### config.mk
export PLATFORM = sky130hd
export DESIGN_NAME = fifo_uart_tx
export DESIGN_NICKNAME = d
export VERILOG_FILES = /design/src/rtl/fifo_uart_tx.sv
export SDC_FILE = /design/constraint.sdc
export NUM_CORES = 1
export LEC_CHECK = 0
export CAP_MARGIN = 20
export CORE_MARGIN = 3
export CORE_UTILIZATION = 60
export CTS_BUF_LIST = sky130_fd_sc_hd__clkbuf_4
export CTS_CLUSTER_SIZE = 20
export DETAILED_ROUTE_END_ITERATION = 10
export DONT_BUFFER_PORTS = 1
export GPL_ROUTABILITY_DRIVEN = 1
export PLACE_DENSITY = 0.79
export SYNTH_ARGS = -nofsm -noshare
export SYNTH_HDL_FRONTEND = slang
export SYNTH_SLANG_ARGS = --single-unit
export TNS_END_PERCENT = 30
### constraint.sdc
create_clock -name clk -period 5.07 [get_ports clk]
set_clock_uncertainty 0.15 [all_clocks]
set_input_delay 0.507 -clock clk [delete_from_list [all_inputs] [get_ports clk]]
set_output_delay 0.507 -clock clk [all_outputs]
set_load 0.01 [all_outputs]
### src/rtl/fifo_uart_tx.sv
// UART transmitter that drains a first-word-fall-through FIFO.
// Frame format (data width, parity, stop bits) and baud divisor are fixed at elaboration.
module fifo_uart_tx #(
  parameter int unsigned WIDTH    = 8,
  parameter int unsigned CLKDIV   = 868,
  parameter int unsigned PARITY   = 0,
  parameter int unsigned STOPBITS = 1
) (
  input  logic             clk,
  input  logic             rst_n,
  input  logic             enable,
  input  logic             notempty,
  input  logic [WIDTH-1:0] fifodout,
  output logic             fiford,
  output logic             txd,
  output logic             busy
);

  localparam int unsigned TW = (CLKDIV > 1) ? $clog2(CLKDIV) : 1;
  localparam int unsigned IW = $clog2(WIDTH + 1);
  localparam logic [TW-1:0] T_LAST  = TW'(CLKDIV - 1);
  localparam logic [IW-1:0] D_LAST  = IW'(WIDTH - 1);
  localparam logic [IW-1:0] S_LAST  = IW'(STOPBITS - 1);
  localparam bit            HAS_PAR = (PARITY != 0);
  localparam bit            ODD_PAR = (PARITY == 2);

  typedef enum logic [2:0] {
    S_IDLE,
    S_START,
    S_DATA,
    S_PARITY,
    S_STOP
  } state_t;

  state_t           state_q, state_d;
  logic [TW-1:0]    timer_q, timer_d;
  logic [IW-1:0]    idx_q, idx_d;
  logic [WIDTH-1:0] shreg_q, shreg_d;
  logic [WIDTH-1:0] shreg_sh;
  logic             par_q, par_d;
  logic             txd_q, txd_d;
  logic             busy_q, busy_d;
  logic             tick;
  logic             last_stop;
  logic             ld;

  assign tick      = (timer_q == T_LAST);
  assign last_stop = (state_q == S_STOP) && tick && (idx_q == S_LAST);
  // Gated by rst_n so a word is never popped on an edge that will discard the load.
  assign ld        = rst_n && enable && notempty && ((state_q == S_IDLE) || last_stop);
  assign shreg_sh  = shreg_q >> 1;

  assign fiford = ld;
  assign txd    = txd_q;
  assign busy   = busy_q;

  always_comb begin
    state_d = state_q;
    timer_d = tick ? '0 : timer_q + 1'b1;
    idx_d   = idx_q;
    shreg_d = shreg_q;
    par_d   = par_q;
    txd_d   = txd_q;
    busy_d  = busy_q;

    case (state_q)
      S_IDLE: begin
        timer_d = '0;
        txd_d   = 1'b1;
        busy_d  = 1'b0;
      end
      S_START: begin
        if (tick) begin
          state_d = S_DATA;
          idx_d   = '0;
          txd_d   = shreg_q[0];
        end
      end
      S_DATA: begin
        if (tick) begin
          if (idx_q == D_LAST) begin
            idx_d = '0;
            if (HAS_PAR) begin
              state_d = S_PARITY;
              txd_d   = par_q;
            end else begin
              state_d = S_STOP;
              txd_d   = 1'b1;
            end
          end else begin
            shreg_d = shreg_sh;
            idx_d   = idx_q + 1'b1;
            txd_d   = shreg_sh[0];
          end
        end
      end
      S_PARITY: begin
        if (tick) begin
          state_d = S_STOP;
          idx_d   = '0;
          txd_d   = 1'b1;
        end
      end
      S_STOP: begin
        if (tick) begin
          if (idx_q == S_LAST) begin
            state_d = S_IDLE;
            timer_d = '0;
            idx_d   = '0;
            txd_d   = 1'b1;
            busy_d  = 1'b0;
          end else begin
            idx_d = idx_q + 1'b1;
          end
        end
      end
      default: begin
        state_d = S_IDLE;
        timer_d = '0;
        txd_d   = 1'b1;
        busy_d  = 1'b0;
      end
    endcase

    // A load overrides the stop-to-idle exit so back-to-back frames have no gap.
    if (ld) begin
      state_d = S_START;
      timer_d = '0;
      idx_d   = '0;
      shreg_d = fifodout;
      par_d   = (^fifodout) ^ ODD_PAR;
      txd_d   = 1'b0;
      busy_d  = 1'b1;
    end
  end

  always_ff @(posedge clk) begin
    if (!rst_n) begin
      state_q <= S_IDLE;
      timer_q <= '0;
      idx_q   <= '0;
      shreg_q <= '0;
      par_q   <= 1'b0;
      txd_q   <= 1'b1;
      busy_q  <= 1'b0;
    end else begin
      state_q <= state_d;
      timer_q <= timer_d;
      idx_q   <= idx_d;
      shreg_q <= shreg_d;
      par_q   <= par_d;
      txd_q   <= txd_d;
      busy_q  <= busy_d;
    end
  end

endmodule

==> results list <==
- Outcome: finished, final reports clean
- Launch point of the worst reg-to-reg path: timer_q[0]$_SDFF_PP0_
* Vias in the first global route: 882
- Number of flops mapped to enable cells by yosys: 0
- In the synthesized netlist the dominant register cell turns out to be sky130_fd_sc_hd__dfxtp_1.
- Startpoint type of the worst setup path: flip-flop
- Final min period: 2.59 ns
- # Post-CTS Setup Buffers: 0
- Maximum level of the CTS H-tree: 1
- Power spread over the standard cell area amounts to around 250 mW/mm2.
- Initial DRT Pass Iterations: 4
* Remaining routing DRC violations: 0
* Total count of max-transition violations in the final report: 0
- Synthesis-to-layout area growth: 2.69%
* Last weighted congestion value of the routability-driven placer: ~0.8
* Post-Synth Simple-Gate Area: 25.2%
* Area post-placement: 0.00131 mm2
- Tracing the worst setup path back leads to its startpoint at timer_q[0]$_SDFF_PP0_.
- Clock latency on the worst-skew pair, taken at its later pin, is 0.32 ns.
- In the synthesized netlist, mux cells make up 4.61% of the area.
* Placeable core region: 0.00200 mm2
* Period Utilization, post-route: 51.1%
- Achievable frequency: 0.386 GHz
* Final std cell area, no fill: 0.00134 mm2
- Net switching is 23.0% of the power.
* Total number of clock tree sinks: 27
* Die height: 52.6 um
- Compound-gate portion of the synthesized area: between 10% and 20%
- Measured along the x axis, the die boundary spans 52.6 um.
* Max stage delay cell, worst path: sky130_fd_sc_hd__a21o_1
- At the worst endpoint, the required time is 4.41 ns.
- TritonCTS built the clock tree.
- Setup violations, final: 0
- Total of buffers placed on input and output ports: 0
- Cts hold-fix bufs: 0
- Most common library cell in the layout ignoring fill and taps: sky130_fd_sc_hd__dfxtp_1
- After Yosys synthesis, XOR and XNOR cells account for 6.05% of the synthesized area.
* Syn nets: 163
* Initial core utilization: between 60% and 70%
- Along the worst path, the maximum fanout reaches 19.
* Sw Pwr: 75.9 uW
* Syn Inst Count: ~150
- After synthesis, the share of flip-flops with an asynchronous set or reset is 0%.
- The number of hold violations in the final report came to 0.
- The wire-length estimate of the detail-placed layout is 1.75 mm.
- Dividing the detail-routed wire length by the instance count gives about 13 um.
- The detailed router placed 1,005 vias in this run.
- The floorplan step defined a die boundary enclosing around 0.0028 mm2.
- Final #Nets: 163
- The number of antenna diodes in the final layout is 0.
- Setup repair after global routing left no endpoint under its margin.
- CTS placed an instance of sky130_fd_sc_hd__clkbuf_4 at the clock tree root.
- The worst hold path begins at rst_n.
- Data arrives at the worst endpoint at 1.93 ns.
- The share of the Yosys chip area taken by registers is about two fifths.
* CTS Buffer Depth: 2
* Fraction of layout cells with a size suffix above 1: 6.80%
* Worst-Margin Slew: 0.531 ns
- Registers are responsible for 66.8% of the overall power.
* Worst ir drop on vdd: around 180 uV
* Top Family by Delay on Critical Path: simple AND/OR/NAND/NOR gates
* Post-Route Setup TNS: 0 ns
- Cell total after placement: 170
- On the worst path, the slowest cell contributes a delay of 0.40 ns.
* Synth Warn #: 0
- Final Non-Filler Cells: 174
- Max_slew headroom: 64.6%
* Average via count per standard cell: 5.78
- Part of the power in combinational logic: 5.1%
* Post-synthesis adder-cell area fraction: 2.88%
* Iteration-0 DRC Markers: 7
* Maxcap violations: 0
- The final layout contains routed wiring with a total length of roughly 2.3 mm.
- Syn Area/Cell: 8.80 um2
- Netlist cell types: 40
* Leakage power summed over all cells: 0.000478 uW
- Reg2reg path depth: 6
- Crit path buf inv count: 1
- The worst hold path belongs to the class input port to flip-flop.
- 15 I/O pins were placed.
* Internal cell power: 254 uW
- Traced cell by cell, the critical path runs through ha_1 -> and4bb_2 -> nand4_1 -> a21o_1 -> inv_2.
- The critical path in this run is classified as flip-flop to primary output.
* CP endpoint kind: primary output
- Synthesized area: 0.00130 mm2
- Number of buffers created by CTS: 3
- After clock tree synthesis, the repair step resized 0 gates.
- Relative contribution of the clock network to total power: approximately 28%
* Maximum number of pins on one net before global-route repair: 20
- Post-DRT Antenna Nets: 0
- Combinational family with the most area after synthesis: simple AND/OR/NAND/NOR gates
* Clock transition at the registers of the reported paths: 0.14 ns
- The top cell types in the final layout, fill and taps aside, are 27 x sky130_fd_sc_hd__dfxtp_1, 15 x sky130_fd_sc_hd__nor2_1, 11 x sky130_fd_sc_hd__o21ai_0.
* Remaining Overflow, GRT: 0
- Overall fraction of global-route tracks in use: approximately 18%
* Number of instances on the worst hold path: 1
- The number of antenna violations at the first check in global routing was 0.
* Site Rows: 16
- The first global-routing pass estimated around 3.7 mm of wire.
- Synthesis-stage register bit count: 27
* Depth of the critical timing path with buffers and inverters included: 5
## cells by family after synthesis
family          Yosys count
flops                    27
mux                       6
compound gates           34
xor+xnor                  9
buf+inv                  10
simple gates             59
fa+ha+maj                 3
## power groups by stage
stage / logic, uW / clock network (uW) / registers, uW
floorplan: 14.8 / 0 / 224
global placement: 15.9 / 0 / 225
detailed placement: 16.5 / 0 / 225
CTS: 16.7 / 98.1 / 220
global route: 18.5 / 106 / 221
finish: 16.7 / 92.8 / 220
## per-stage QoR
stage | setup slack (ns) | power (uW) | hold WS, ns | utilization [%]
floorplan | 3.08 | 239 | 0.268 | -
CTS | 2.49 | 335 | 0.0851 | 66.8
detailed placement | 2.87 | 241 | 0.293 | 65.3
global placement | 2.92 | 240 | 0.280 | 65.3
finish | 2.48 | 330 | 0.106 | 66.8
global route | 2.26 | 345 | 0.0867 | 66.8
## worst reg2reg max path: stages (launching register included)
cell	delay, ns
sky130_fd_sc_hd__dfxtp_1	0.36
sky130_fd_sc_hd__ha_1	0.24
sky130_fd_sc_hd__and4bb_2	0.28
sky130_fd_sc_hd__nand4_1	0.12
sky130_fd_sc_hd__a21o_1	0.47
sky130_fd_sc_hd__nand4_2	0.34
sky130_fd_sc_hd__nor2_1	0.20
## Yosys cell counts (all sizes together), types with 3 or more instances
cell    number  area, um2
dfxtp       27        541
nor2        16       62.6
nand3       11       67.6
o21ai       11       55.1
a21oi       10       50.1
nand2       10       37.5
mux2i        6       60.1
xnor2        6       52.6
inv          5       18.8
and3         3       18.8
buf          3       21.3
ha           3       37.5
nand3b       3       22.5
nand4        3       25.0
nor2b        3       18.8
xor2         3       26.3
## path summary, 6_finish.rpt
kind                            slack [ns]                      end
worst max-delay path                  2.48                   fiford
worst min-delay path                  0.11         txd$_SDFFE_PN1P_
worst max register to register        2.86    timer_q[3]$_SDFF_PP0_
worst min register to register        0.32  shreg_q[0]$_SDFFE_PN0P_
## layout make-up
type	instances	area [um2]
clock buffers	3	22.5
clock inverters	1	7.51
fillers	162	664
inverters	5	18.8
multi-input cells	111	714
flip-flops and latches	27	541
well taps	27	33.8
## metal layers
metal | track usage, % | part of all wire (%)
met2 | 28.1 | 49
met5 | 0 | 0
met1 | 25.1 | 48
met4 | 7.66 | 0.52
met3 | 2.56 | 1.9
## sequential cells by signal, summed over array words and instances (netlist names)
signal   flops
state_q      3
shreg_q      8
idx_q        4
busy         1
timer_q     10
txd          1
Note: power is estimated with default switching activity, not from simulation.
